<file path="src/rtl/inst_fetch.sv">
// inst_fetch: instruction fetch stage feeding the decoder.
// Issues in-order word reads, buffers responses in a small FIFO and
// flushes wrong-path fetches on J/JAL/JR redirects from the decoder.
// Optional feature macro: FETCH_PERF_CNT_EN (redirect / stall counters).
`ifndef WORD_BITS
`define WORD_BITS 32
`endif
`ifndef INST_BITS
`define INST_BITS 32
`endif

module inst_fetch #(
  parameter logic [`WORD_BITS-1:0] RESET_PC   = '0,
  parameter int                    FIFO_DEPTH = 2
) (
  input  logic                  clk,
  input  logic                  rst,
  output logic [`WORD_BITS-1:0] o_imem_addr,
  output logic                  o_imem_req,
  input  logic                  i_imem_ack,
  input  logic [`INST_BITS-1:0] i_imem_rdata,
  input  logic                  i_imem_rvalid,
  output logic [`INST_BITS-1:0] o_inst,
  output logic                  o_inst_valid,
  output logic [`WORD_BITS-1:0] o_pc,
  input  logic                  i_stall,
  input  logic [`WORD_BITS-1:0] i_j_addr,
  input  logic                  i_j_addr_valid,
  input  logic [`WORD_BITS-1:0] i_jal_addr,
  input  logic                  i_jal_addr_valid,
  input  logic                  i_jr,
  input  logic [`WORD_BITS-1:0] i_jr_addr
`ifdef FETCH_PERF_CNT_EN
  ,
  output logic [31:0]           o_perf_redirects,
  output logic [31:0]           o_perf_stall_cycles
`endif
);
  localparam int W  = `WORD_BITS;
  localparam int IW = `INST_BITS;
  localparam int PW = $clog2(FIFO_DEPTH);
  localparam int CW = $clog2(FIFO_DEPTH + 1);
  localparam logic [CW:0] DEPTH = (CW+1)'(FIFO_DEPTH);

  typedef enum logic [1:0] {S_RESET, S_RUN, S_DRAIN} state_t;

  state_t         state, state_nxt;
  logic [W-1:0]   fetch_pc;
  logic [W-1:0]   aq_mem [FIFO_DEPTH];   // addresses of issued requests, in order
  logic [PW-1:0]  aq_wr, aq_rd;
  logic [CW-1:0]  outstanding;
  logic [W-1:0]   fq_pc   [FIFO_DEPTH];
  logic [IW-1:0]  fq_inst [FIFO_DEPTH];
  logic [PW-1:0]  fq_wr, fq_rd;
  logic [CW-1:0]  fq_cnt;
  logic [CW-1:0]  drop_cnt, drop_nxt;
  logic [CW:0]    in_use;
  logic           issue, resp, push, pop, redirect;
  logic [W-1:0]   target;

  // Head presentation, redirect detection and issue credit.
  always_comb begin
    o_inst_valid = (fq_cnt != '0);
    o_inst       = o_inst_valid ? fq_inst[fq_rd] : '0;
    o_pc         = o_inst_valid ? fq_pc[fq_rd]   : '0;
    redirect     = o_inst_valid && !i_stall && (i_jr || i_jal_addr_valid || i_j_addr_valid);
    pop          = o_inst_valid && !i_stall;
    in_use       = {1'b0, outstanding} + {1'b0, fq_cnt};
    // Gated by rst so the request is low throughout reset.
    o_imem_req   = rst && (in_use < DEPTH) && !redirect;
    o_imem_addr  = fetch_pc;
    issue        = o_imem_req && i_imem_ack;
    // A response with nothing outstanding is a protocol error and is ignored.
    resp         = i_imem_rvalid && (outstanding != '0);
    push         = resp && (state != S_DRAIN);
  end

  // Redirect target: jr beats jal beats j.
  always_comb begin
    target = i_j_addr;
    if (i_jr)                  target = i_jr_addr;
    else if (i_jal_addr_valid) target = i_jal_addr;
  end

  // Stale-response count: on redirect, everything still in flight after this
  // cycle's response becomes wrong-path.
  always_comb begin
    drop_nxt = drop_cnt;
    if (redirect)                        drop_nxt = outstanding - CW'(resp);
    else if (resp && state == S_DRAIN)   drop_nxt = drop_cnt - CW'(1);
  end

  // FSM next state: DRAIN while stale responses remain.
  always_comb begin
    state_nxt = S_RUN;
    if (drop_nxt != '0) state_nxt = S_DRAIN;
  end

  // FSM state register.
  always_ff @(posedge clk) begin
    if (!rst) state <= S_RESET;
    else      state <= state_nxt;
  end

  // Control registers: PC, pointers and counters.
  always_ff @(posedge clk) begin
    if (!rst) begin
      fetch_pc    <= RESET_PC;
      aq_wr       <= '0;
      aq_rd       <= '0;
      outstanding <= '0;
      fq_wr       <= '0;
      fq_rd       <= '0;
      fq_cnt      <= '0;
      drop_cnt    <= '0;
    end else begin
      drop_cnt    <= drop_nxt;
      outstanding <= outstanding + CW'(issue) - CW'(resp);
      if (redirect)   fetch_pc <= target;
      else if (issue) fetch_pc <= fetch_pc + W'(1);
      if (issue) aq_wr <= aq_wr + PW'(1);
      if (resp)  aq_rd <= aq_rd + PW'(1);
      if (redirect) begin
        // Drops this cycle's push as well.
        fq_wr  <= '0;
        fq_rd  <= '0;
        fq_cnt <= '0;
      end else begin
        if (push) fq_wr <= fq_wr + PW'(1);
        if (pop)  fq_rd <= fq_rd + PW'(1);
        fq_cnt <= fq_cnt + CW'(push) - CW'(pop);
      end
    end
  end

  // Storage arrays; contents are qualified by the pointers/counts above.
  always_ff @(posedge clk) begin
    if (issue) aq_mem[aq_wr] <= fetch_pc;
    if (push) begin
      fq_pc[fq_wr]   <= aq_mem[aq_rd];
      fq_inst[fq_wr] <= i_imem_rdata;
    end
  end

`ifdef FETCH_PERF_CNT_EN
  // Saturating performance counters.
  always_ff @(posedge clk) begin
    if (!rst) begin
      o_perf_redirects    <= '0;
      o_perf_stall_cycles <= '0;
    end else begin
      if (redirect && (o_perf_redirects != '1))
        o_perf_redirects <= o_perf_redirects + 32'd1;
      if (o_inst_valid && i_stall && (o_perf_stall_cycles != '1))
        o_perf_stall_cycles <= o_perf_stall_cycles + 32'd1;
    end
  end
`endif

endmodule

</file>
<file path="config.mk">
export PLATFORM = sky130hd
export DESIGN_NAME = inst_fetch
export DESIGN_NICKNAME = d
export VERILOG_FILES = /design/src/rtl/inst_fetch.sv
export SDC_FILE = /design/constraint.sdc
export NUM_CORES = 1
export LEC_CHECK = 0
export ABC_AREA = 0
export BUFFER_PORTS_ARGS = -buffer_cell sky130_fd_sc_hd__buf_2
export CORE_MARGIN = 3
export CORE_UTILIZATION = 45
export CTS_CLUSTER_DIAMETER = 30
export CTS_CLUSTER_SIZE = 24
export DETAILED_ROUTE_END_ITERATION = 16
export PLACE_DENSITY = 0.71
export SKIP_LAST_GASP = 1
export SYNTH_ARGS = -nofsm -noshare
export SYNTH_HDL_FRONTEND = slang
export SYNTH_SLANG_ARGS = --single-unit
export TNS_END_PERCENT = 1
</file>
<file path="constraint.sdc">
create_clock -name clk -period 4.95 [get_ports clk]
set_input_delay 0.2475 -clock clk [delete_from_list [all_inputs] [get_ports clk]]
set_output_delay 0.2475 -clock clk [all_outputs]
set_load 0.02 [all_outputs]
</file>
==> qor.txt <==
status: completed
largest family of logic cells by synthesized area: multiplexers
# DRC: 0
layout cells sized above 1: 0.331
XOR/XNOR share of the synthesized area: 0.0152
Antenna Nets Post-Route: 0
commonest non-fill, non-tap cell in the layout: buf_2
Starting Density: 0.468
total CTS buffers: 43
IO buf count: 233
actual slew at the worst max-slew pin: 1.16 ns
Hold WS: 0.0823 ns
vias in the first global route: 7485
syn nets: 932
cell row count: 54
Clock Sinks: 238
endpoints failing setup: 0
CTS tree: built
Worst Path Arrival: 3.09 ns
Setup crit start: fq_cnt[1]$_SDFF_PP0_
initial DRC count: 359
antenna violations before repair: 0
delay-heaviest family, CP: simple AND/OR/NAND/NOR gates
Final Wtd Congestion: 0.852
GR Util All Layers: 0.203
Worst setup SP type: flop
Vias: 7458
# H-tree levels: 2
1st-pass router iterations: 7
design area: 0.0136 sq mm
vias per cell: 5.41
Synth Area in Compound Gates: 0.0767
Levels on crit path: 7
R2R Setup Slk: 1.95 ns
main flop type after synthesis: edfxtp_1
Hold Crit Class: input pin to flop
Yosys cell types: 55
post-synthesis sequential area ratio: 0.643
met3 usage: 0.0487
CORE AREA: 0.0222 sq mm
Syn. warnings: 0
Post-Synth Simple-Gate Area: 0.105
Slew HR: 0.223
EDFF count, synth: 192
CP max-delay cell: nand2_1
area of placed instances: 0.0118 sq mm
Area contributors post-synth: edfxtp_1 55%, mux2i_1 9.2%, dfxtp_1 8.9%
area of the die: 0.0250 sq mm
critical path required time: 4.70 ns
Mapped Area: 0.0104 sq mm
share of the synthesized area in the top cell type: 0.555
leading area contributor after synthesis: edfxtp_1
CTS Root Cell: clkbuf_16
hold_sp: i_jr_addr[12]
Routed WL: 25700 microns
Slew Limit Fails: 0
most frequent cells in the layout: 233 x buf_2, 192 x edfxtp_1, 96 x mux2i_1, 91 x nor2_1, 46 x o21ai_0
most used cell, CP: nand2_1
CP peak stage delay: 0.63 ns
dpl ws: 1.89 ns
first-pass GRT wire length: 39400 microns
total gr overflow: 0
die width: 158 microns
r2r worst-path depth: 6
leak pwr: 5.25 nW
WHS Endpoint: o_imem_addr[12]$_SDFFE_PN0P_
crit share post-route: 0.675
CP max FO: 21
met2 Use GR: 0.342
Synth Area in Adders: 0.00915
clk_skew: 0.0191 ns
largest net degree at the start of global routing: 62
busiest grt layer: met2
Total Nets Final: 1207
Final Hold Vio Count: 0
Mapped Avg Cell Area: 13.2 sq um
Max Fclk: 299 MHz
met1 usage: 0.255
Final Critical Period: 3.34 ns
per-cell routed wire length: 18.6 microns
post-route worst setup slack: 1.61 ns
unrepaired setup endpoints after global routing: no
Worst setup EP type: output port
VDD IR max: 0.230 mV
max cap viols: 0
WHS Path Cells: 3
Clock Pin Slew Worst Setup and Hold Paths: 0.05 ns
CTS Buffer Depth: 3
worst-path cell chain: o21bai_1, buf_4, inv_1, nand2_1, nand2_1, nor3_1, buf_2
worst path bufs/invs: 3
multiplexer share of the synthesized area: 0.127
PD cells: 567 mW/mm^2
Post-synth ARST share: 0
post-cts repair resize count: 0
FF-to-FF End: aq_mem[0][29]$_DFFE_PP_
Die H: 158 microns
antenna fix cells: 0
type of the worst setup path: flop to output port
setup TNS: 0 ns
FF-to-FF Start: fq_cnt[0]$_SDFF_PP0_
io pins: 234
Post-DP HPWL: 17100 microns
register bit total from synthesis: 238
Syn Inst Count: 789
worst-skew pair later-pin latency: 0.52 ns
Area growth, synth to finish: 31.2%
where the power goes:
group / internal [mW] / leakage (nW) / total (mW) / switching (mW)
combinational: 0.689 / 2.39 / 1.76 / 1.07
sequential: 2.71 / 2.14 / 3.04 / 0.324
clock: 1.93 / 0.714 / 2.93 / 1.00
worst max-delay path by stage:
stage / to / slack, ns
2_1_floorplan: fq_inst[0][0]$_DFFE_PP_ / 0.95
3_3_place_gp: o_imem_req / 1.93
3_5_place_dp: o_imem_req / 1.89
4_1_cts: o_imem_req / 1.64
5_1_grt: o_imem_req / 1.45
6_report: o_imem_req / 1.61
state kept, by name, indices dropped and copies added (netlist names), named ones only:
signal       count
aq_mem          64
aq_rd            1
aq_wr            1
drop_cnt         2
fq_cnt           2
fq_inst         64
fq_pc           64
fq_rd            1
fq_wr            1
o_imem_addr     32
outstanding      2
state            2
cell usage after synthesis, types with 8 or more instances:
master / n
a211oi_1: 23
a31oi_1: 11
and2_1: 9
and4_1: 10
buf_1: 15
buf_2: 8
clkbuf_1: 24
dfxtp_1: 46
edfxtp_1: 192
inv_1: 9
mux2_2: 32
mux2i_1: 96
nand2_1: 36
nand3_1: 13
nand4_1: 10
nor2_1: 95
o21ai_0: 46
o31ai_1: 12
or3_1: 9
or4_1: 10
xnor2_1: 9
xor2_1: 9
layout make-up:
class	instances	area, sq um
sequential	238	6690
clock inverter	30	347
clock buffer	49	1130
tap	280	350
multi-input combinational	493	3490
inverter	9	33.8
timing repair buffer	279	1590
fill	1733	8600
routing by layer:
layer | vias to the layer above | part of all wire | wire [microns]
met1 | 3460 | 0.41 | 10500
met4 | 0 | 0.030 | 779
met5 | - | 0 | 0
li1 | 3573 | - | -
met2 | 365 | 0.48 | 12200
met3 | 60 | 0.085 | 2170
kinds of logic after synthesis:
kind of cell / Yosys count
XOR/XNOR: 18
flip-flops: 238
multiplexers: 128
buffers and inverters: 58
AND/OR/NAND/NOR: 219
adder cells (fa/ha/maj): 7
AO/OA/AOI/OAI: 121
worst register-to-register path, delay by kind of cell, from the launching register on:
kind            cells  cell delay (ns)
buf+inv             1             0.40
simple gates        3             1.02
flops               1             0.42
fa+ha+maj           1             0.53
compound gates      1             0.29
through the flow:
stage,utilization,cells,power (mW)
2_1_floorplan,-,789,4.16
3_3_place_gp,0.532,1267,4.77
3_5_place_dp,0.532,1267,4.81
4_1_cts,0.613,1378,7.79
5_1_grt,0.613,1378,8.08
6_report,0.613,1378,7.73
what timing repair did:
item,CTS,global route
hold buffers,32,0
hold endpoints to repair,64,0
buffers inserted,0,0
No activity file was read; power rests on OpenSTA's default activity.
